File: src/rtl/microwave_timer_ctrl.sv
// -----------------------------------------------------------------------------
// microwave_timer_ctrl
//
// Purpose: cook-cycle controller for a microwave oven. Counts a loaded cook
// time down on an external tick strobe. While cooking, it modulates the
// magnetron with a PWM window of PWR_LEVELS ticks. It pauses when the door
// opens, rings a bell for BELL_TICKS ticks when the countdown expires, and
// returns to idle afterwards.
//
// Ports:
//   clk        in   single clock, all state on the rising edge
//   nrst       in   asynchronous active-low reset
//   tick       in   one-cycle time-base strobe, synchronous to clk
//   door       in   door-open level
//   start      in   start / resume request
//   cancel     in   abort request
//   load       in   load set_time into the countdown (idle only)
//   set_time   in   [TIME_W-1:0] cook time in ticks
//   power      in   [$clog2(PWR_LEVELS)-1:0] power level, 0 lowest
//   lock       in   child lock, present only with MW_CHILD_LOCK_EN defined
//   heat       out  magnetron enable
//   light      out  cavity lamp
//   bell       out  end-of-cook bell
//   busy       out  a cook cycle is in progress (cooking or paused)
//   remaining  out  [TIME_W-1:0] ticks left
//
// Configuration macro: MW_CHILD_LOCK_EN adds the lock input. When lock is
// high, start and load are masked in every state. Without the macro, the
// port is absent and the lock is treated as permanently released.
//
// All outputs are decoded combinationally from registered state. Asserting
// the reset therefore clears them at once, without waiting for a clock edge.
// -----------------------------------------------------------------------------
module microwave_timer_ctrl #(
  parameter int TIME_W     = 8,
  parameter int PWR_LEVELS = 4,
  parameter int BELL_TICKS = 3
) (
  input  logic                          clk,
  input  logic                          nrst,
  input  logic                          tick,
  input  logic                          door,
  input  logic                          start,
  input  logic                          cancel,
  input  logic                          load,
  input  logic [TIME_W-1:0]             set_time,
  input  logic [$clog2(PWR_LEVELS)-1:0] power,
`ifdef MW_CHILD_LOCK_EN
  input  logic                          lock,
`endif
  output logic                          heat,
  output logic                          light,
  output logic                          bell,
  output logic                          busy,
  output logic [TIME_W-1:0]             remaining
);

  localparam int PWR_W  = $clog2(PWR_LEVELS);
  localparam int BELL_W = (BELL_TICKS > 1) ? $clog2(BELL_TICKS) : 1;

  localparam logic [PWR_W-1:0]  PWM_LAST  = PWR_W'(PWR_LEVELS - 1);
  localparam logic [BELL_W-1:0] BELL_LAST = BELL_W'(BELL_TICKS - 1);

  typedef enum logic [2:0] {
    ST_IDLE  = 3'd0,
    ST_COOK  = 3'd1,
    ST_PAUSE = 3'd2,
    ST_OPEN  = 3'd3,
    ST_BELL  = 3'd4
  } state_t;

  state_t              state_q,     state_d;
  logic [TIME_W-1:0]   remaining_q, remaining_d;
  logic [PWR_W-1:0]    pwm_cnt_q,   pwm_cnt_d;
  logic [BELL_W-1:0]   bell_cnt_q,  bell_cnt_d;

  logic lock_i;
  logic start_ok;
  logic load_ok;

  // Countdown step that holds at zero instead of wrapping.
  function automatic logic [TIME_W-1:0] sat_dec(input logic [TIME_W-1:0] v);
    sat_dec = (v == '0) ? v : v - TIME_W'(1);
  endfunction

  // The PWM phase runs 0..PWR_LEVELS-1 and wraps.
  function automatic logic [PWR_W-1:0] pwm_next(input logic [PWR_W-1:0] v);
    pwm_next = (v == PWM_LAST) ? '0 : v + PWR_W'(1);
  endfunction

`ifdef MW_CHILD_LOCK_EN
  assign lock_i = lock;
`else
  assign lock_i = 1'b0;
`endif

  // The lock masks only the two requests that could start the oven or change
  // the countdown. Door and cancel stay live for safety.
  assign start_ok = start & ~lock_i;
  assign load_ok  = load  & ~lock_i;

  // ---------------------------------------------------------------------------
  // State and counter registers
  // ---------------------------------------------------------------------------
  always_ff @(posedge clk or negedge nrst) begin
    if (!nrst) begin
      state_q     <= ST_IDLE;
      remaining_q <= '0;
      pwm_cnt_q   <= '0;
      bell_cnt_q  <= '0;
    end else begin
      state_q     <= state_d;
      remaining_q <= remaining_d;
      pwm_cnt_q   <= pwm_cnt_d;
      bell_cnt_q  <= bell_cnt_d;
    end
  end

  // ---------------------------------------------------------------------------
  // Next-state and counter logic
  // ---------------------------------------------------------------------------
  always_comb begin
    state_d     = state_q;
    remaining_d = remaining_q;
    pwm_cnt_d   = pwm_cnt_q;
    bell_cnt_d  = bell_cnt_q;

    unique case (state_q)
      ST_IDLE: begin
        if (door) begin
          state_d = ST_OPEN;
        end else if (load_ok) begin
          // load takes priority over a simultaneous start
          remaining_d = set_time;
        end else if (start_ok && (remaining_q != '0)) begin
          state_d   = ST_COOK;
          pwm_cnt_d = '0;
        end
      end

      ST_COOK: begin
        if (door) begin
          // the tick in this cycle is discarded; remaining stays untouched
          state_d = ST_PAUSE;
        end else if (cancel) begin
          state_d     = ST_IDLE;
          remaining_d = '0;
        end else if (tick) begin
          pwm_cnt_d = pwm_next(pwm_cnt_q);
          if (remaining_q <= TIME_W'(1)) begin
            remaining_d = '0;
            state_d     = ST_BELL;
            bell_cnt_d  = '0;
          end else begin
            remaining_d = sat_dec(remaining_q);
          end
        end
      end

      ST_PAUSE: begin
        if (cancel) begin
          state_d     = ST_IDLE;
          remaining_d = '0;
        end else if (!door && start_ok) begin
          // resume keeps the PWM phase where it was interrupted
          state_d = ST_COOK;
        end
      end

      ST_OPEN: begin
        if (!door) begin
          state_d = ST_IDLE;
        end
      end

      ST_BELL: begin
        if (door) begin
          state_d = ST_OPEN;
        end else if (tick) begin
          if (bell_cnt_q == BELL_LAST) begin
            state_d = ST_IDLE;
          end else begin
            bell_cnt_d = bell_cnt_q + BELL_W'(1);
          end
        end
      end

      default: begin
        state_d = ST_IDLE;
      end
    endcase
  end

  // ---------------------------------------------------------------------------
  // Output decode
  // ---------------------------------------------------------------------------
  always_comb begin
    heat  = 1'b0;
    light = 1'b0;
    bell  = 1'b0;
    busy  = 1'b0;

    unique case (state_q)
      ST_COOK: begin
        // pwm_cnt never exceeds PWM_LAST, so the top power level heats
        // continuously
        heat  = (pwm_cnt_q <= power);
        light = 1'b1;
        busy  = 1'b1;
      end
      ST_PAUSE: begin
        light = 1'b1;
        busy  = 1'b1;
      end
      ST_OPEN: begin
        light = 1'b1;
      end
      ST_BELL: begin
        bell = 1'b1;
      end
      default: begin
      end
    endcase
  end

  assign remaining = remaining_q;

endmodule

File: config.mk
export PLATFORM = sky130hd
export DESIGN_NAME = microwave_timer_ctrl
export DESIGN_NICKNAME = d
export VERILOG_FILES = /design/src/rtl/microwave_timer_ctrl.sv
export SDC_FILE = /design/constraint.sdc
export NUM_CORES = 1
export LEC_CHECK = 0
export ABC_AREA = 1
export CAP_MARGIN = 5
export CORE_AREA = 2 2 63 65
export CTS_CLUSTER_DIAMETER = 40
export DETAILED_ROUTE_END_ITERATION = 7
export DIE_AREA = 0 0 65 67
export GPL_TIMING_DRIVEN = 0
export PLACE_DENSITY = 0.69
export SLEW_MARGIN = 40
export SYNTH_ARGS = -nofsm -noshare
export SYNTH_HDL_FRONTEND = slang
export SYNTH_SLANG_ARGS = --single-unit
File: constraint.sdc
create_clock -name clk -period 1.62 [get_ports clk]
set_input_delay 0.324 -clock clk [delete_from_list [all_inputs] [get_ports clk]]
set_output_delay 0.324 -clock clk [all_outputs]
set_load 0.02 [all_outputs]
**Yosys cells after proc, flatten, opt, wreduce, memory -nomap -nowiden**

Cells that the tools add are included.

- Bits in registers: 15
- Output and inout port bits: 12
- Input port bits: 17

- Muxes and demuxes: 43
- Eq/ne operators: 28
- Order comparisons: 2
- $add $sub $neg: 3
- Reduce and logical (&&, ||, !) cells: 15

Operators with widths:

| operator | count |
|---|---|
| 2-to-1 mux 8 bit | 8 |
| 2-to-1 mux 3 bit | 13 |
| 2-to-1 mux 2 bit | 14 |
| != test 2 bit (second input constant) | 13 |
| one-hot mux 8 bit (3 select lines) | 1 |
| != test 3 bit (second input constant) | 6 |
| AND reduction 8 bit | 2 |
| one-hot mux 3 bit (5 select lines) | 1 |
| AND reduction 7 bit | 2 |
| != test 4 bit (second input constant) | 3 |
| <= comparator 8 x 1 -> 1 bit (second input constant) | 1 |
| zero test 8 bit | 1 |
| one-hot mux 2 bit (2 select lines) | 2 |
| nonzero test 8 bit | 1 |
| subtractor 8 x 1 -> 8 bit (second input constant) | 1 |
| == test 3 x 2 -> 1 bit (second input constant) | 2 |
| adder 2 x 1 -> 2 bit (second input constant) | 2 |
| == test 2 bit (second input constant) | 2 |
| 2-to-1 mux 1 bit | 4 |
| nonzero test 2 bit | 2 |
| == test 3 x 1 -> 1 bit (second input constant) | 1 |
| == test 3 bit (second input constant) | 1 |
| zero test 3 bit | 1 |
| nonzero test 3 bit | 1 |
| 5 further kinds | 6 |

**Longest topological paths before layout**

- Depth in word-level cells: 7
- Mapped depth: 11
- Gate-level depth less buffers: 11

**Worst setup path before layout**

Ideal clock, no wire load.

- Path kind: reg2reg
- Start: register remaining_q[0], in the netlist remaining[0]
- End: register remaining_q[1], in the netlist remaining[1]
- Library setup time: 77 ps
- Cell stages (with the launch flop): 9
- Arrival time: 1481 ps
- Path slack: 62 ps
- Path through: dfrtp_1 > inv_1 > ha_1 > nand2_1 > nor2_1 > nor2_4 > nand3_4 > or2_0 > a21oi_1

- Word-level cells in the longest chain between the ends: 7
- Elaborated cells on any way between the ends: 11
- Those cells by class: add/sub (1); order compare (1); eq/ne (1); mux (6); reduce/logical (2)

RTL lines:

| element | line | RTL |
|---|---|---|
| from (decl) | 73 | `logic [TIME_W-1:0] remaining_q, remaining_d;` |
| from (signal assigned) | 113 | `remaining_q <= remaining_d;` |
| subtractor 8 x 1 -> 8 bit | 83 | `sat_dec = (v == '0) ? v : v - TIME_W'(1);` |
| 2-to-1 mux 8 bit | 83 |  |
| 2-to-1 mux 8 bit | 150 | `if (remaining_q <= TIME_W'(1)) begin` |
| 2-to-1 mux 8 bit | 148 | `end else if (tick) begin` |
| 2-to-1 mux 8 bit | 145 | `end else if (cancel) begin` |
| 2-to-1 mux 8 bit | 142 | `if (door) begin` |
| one-hot mux 8 bit (3 select lines) | 128 | `unique case (state_q)` |

Several ways; a longest one is shown, not always the timed one. The select of a mux whose other input is x is not followed.
A chain may end at the register's enable or synchronous reset.

**Final worst setup path**

- Start: register pwm_cnt_q[1]
- End: output port heat

- Word-level cells in the longest chain between the ends: 2

RTL lines:

| element | line | RTL |
|---|---|---|
| from (decl) | 74 | `logic [PWR_W-1:0] pwm_cnt_q, pwm_cnt_d;` |
| from (signal assigned) | 114 | `pwm_cnt_q <= pwm_cnt_d;` |
| <= comparator 2 bit | 207 | `heat = (pwm_cnt_q <= power);` |
| 2-to-1 mux 1 bit | 203 | `unique case (state_q)` |
| to (decl) | 51 | `output logic heat,` |

No other way between the ends.

==> summary.md <==
| Metric | Value |
|---|---|
| Clock root buffer | `clkbuf_8` |
| H-tree depth | `1` |
| Synth Net Count | `208` |
| Final WL | `3.14 mm` |
| Ports | `29` |
| Height of the die | `67 µm` |
| Later-pin clock latency in the skew report | `0.25 ns` |
| Layout cell share with drive strength beyond 1 | `22.9%` |
| Cell count after placement | `261` |
| Initial antenna violation count | `0` |
| Final net count | `247` |
| Clock transition at path regs | `0.06 ns` |
| Rel. slew slack | `54.5%` |
| Final setup TNS | `-0.0766 ns` |
| Non-Filler Instances | `271` |
| Drt via density | `4.83` |
| Top achievable clock speed | `589 MHz` |
| Seq cells post-synth | `15` |
| CTS Buffer Depth | `2` |
| Vias in the first global route | `1156` |
| Mapped Area | `1230 µm²` |
| Int Pwr | `1.58 mW` |
| Crit path time final | `1.70 ns` |
| GRT Util Overall | `15.0%` |
| Core Box Area | `3610 µm²` |
| Status | `complete, but fails checks` |
| Clk_skew | `0.00363 ns` |
| Post-DP HPWL | `2.36 mm` |
| Via count | `1308` |
| Horiz. Die Dim | `65 µm` |
| Mapped Cells | `185` |
| CP Max Fanout | `3` |
| Largest net degree at the start of global routing | `16` |
| CP required | `1.30 ns` |
| Syn avg cell area | `6.66 µm²` |
| Failing checks | `setup timing` |
| Final WS setup | `-0.0766 ns` |
| Final Wtd Congestion | `0.882` |
| Global route overflow | `0` |
| Clk pwr share | `9.4%` |
| Max Cap Viol | `0` |
| Cell area power density | `1860 nW/µm²` |
| Total Power | `3.25 mW` |
| Least-Margin Pin Slew | `0.681 ns` |
| Clk sink count | `15` |
| IO Port Bufs | `28` |
| Flop pwr share | `23.2%` |
| Final hold violations | `0` |
| CTS tree | `done` |
| Register area share after synthesis | `30.5%` |
| CTS buffer count | `3` |
| Worst min path class | `in2async` |
| Most common cell after layout, fill and taps aside | `nand2_1` |
| Hold_buf cts | `0` |
| Combinational Power Share | `67.4%` |
| Die area | `4360 µm²` |
| Post-DR wirelength/cell | `11.6 µm` |
| Final routed DRC violation total | `0` |
| Net switching power | `1.67 mW` |
| Startpoint types | `flip-flop` |
| Initial Util | `34.1%` |
| Crit end category | `primary output` |
| Post-route clock period utilization | `105%` |
| Final ANT Viol Nets | `0` |
| Slew Viols, Final | `0` |
| Area Growth Syn to Fin | `42.1%` |
| Most frequent cells in the layout | `nand2_1 (43), nand3_1 (23), nor2_1 (17)` |
| Sw Ratio | `51.3%` |
| Synth unique cells | `25` |
| Crit path DAT | `1.37 ns` |
| DRT Pass-1 Iters | `4` |
| Site Rows | `22` |
| Setup CP Type | `reg2out` |
| Unrepaired setup endpoints after global routing | `true` |
| Final setup violation count | `1` |
| First-pass GRT wire length | `5.09 mm` |
| LEAKAGE | `0.885 nW` |
| Initial DRC count | `52` |
| YS warnings | `0` |
| # diodes | `0` |
| Max rail drop VDD | `0.722 mV` |
[registers in the layout, indices dropped and copies added, names as in the netlist]
name,cells
remaining,8
state_q,3
bell_cnt_q,2
pwm_cnt_q,2
[final cells by class]
class                   instances  area, µm²
well taps                      48       60.1
plain buffers                   1       7.51
repair buffers                 34        323
clock buffers                   3       41.3
multi-input cells             143        826
fillers                       359       1860
inverters                      26        108
flip-flops and latches         15        379
clock inverters                 1       5.00
[timing repair]
item | CTS | global route
pin swaps | 3 | 9
setup endpoints to repair | 8 | 22
resized for setup | 26 | 35
setup buffers | 2 | 4
[critical path, stage by stage (launching register included)]
cell and delay (ns):
dfrtp_2 0.44, ha_4 0.28, inv_2 0.03, o21bai_1 0.15, a21oi_2 0.07, buf_4 0.15
[kinds of logic after synthesis]
group,count (synthesis),share of synthesized area [%]
compound gates,28,11.8
xor+xnor,3,2.13
fa+ha+maj,6,6.10
buf+inv,27,8.33
flops,15,30.5
simple gates,106,41.2
[synthesized netlist by cell type (all sizes together)]
master / n / area share (%)
xnor2: 1 / 0.71
nand3b: 1 / 1.6
o21bai: 1 / 0.61
a21oi: 15 / 6.1
or2: 3 / 1.5
nand2: 49 / 16
nor2: 26 / 9.6
o31ai: 1 / 0.61
nand4: 1 / 0.51
nor3: 2 / 0.81
ha: 6 / 6.1
nand3: 24 / 11
dfrtp: 15 / 30
inv: 26 / 7.9
buf: 1 / 0.41
o21ai: 11 / 4.5
xor2: 2 / 1.4
[per-layer routing]
metal  track usage (%)  up-vias  part of all wire [%]
li1                  -      677                     -
met1              19.1      594                    45
met2              25.9       34                    50
met3              3.21        3                   4.6
met4              3.19        0                  0.35
met5                 0        -                     0
[metrics by stage]
stage	setup WS, ns	hold WS, ns	cell area [µm²]	utilization [%]
finish	-0.0766	0.485	1750	48.5
global route	-0.143	0.513	1750	48.5
CTS	-0.192	0.503	1650	45.7
detailed placement	-0.678	0.485	1570	43.6
global placement	-0.670	0.478	1570	43.6
floorplan	0.0620	0.0284	1230	-
[power groups by stage]
stage / Combinational (mW) / Sequential [mW] / Clock (mW)
6_report: 2.19 / 0.752 / 0.307
5_1_grt: 2.45 / 0.779 / 0.345
4_1_cts: 2.02 / 0.745 / 0.321
2_1_floorplan: 1.26 / 0.829 / 0
3_5_place_dp: 2.00 / 0.746 / 0
3_3_place_gp: 1.99 / 0.741 / 0
[path summary, 6_finish.rpt]
path                               startpoint             to  slack [ns]  depth (start not counted)
worst max register to register     state_q[1]  bell_cnt_q[0]        0.09                         10
worst min-delay path                     nrst   remaining[6]        0.49                          1
min in group clk                bell_cnt_q[0]  bell_cnt_q[0]        0.50                          2
max in group asynchronous                nrst     state_q[0]        0.66                          1
worst min register to register  bell_cnt_q[0]  bell_cnt_q[0]        0.50                          2
worst max-delay path             pwm_cnt_q[1]           heat       -0.08                          5
No activity file was read; power rests on OpenSTA's default activity.
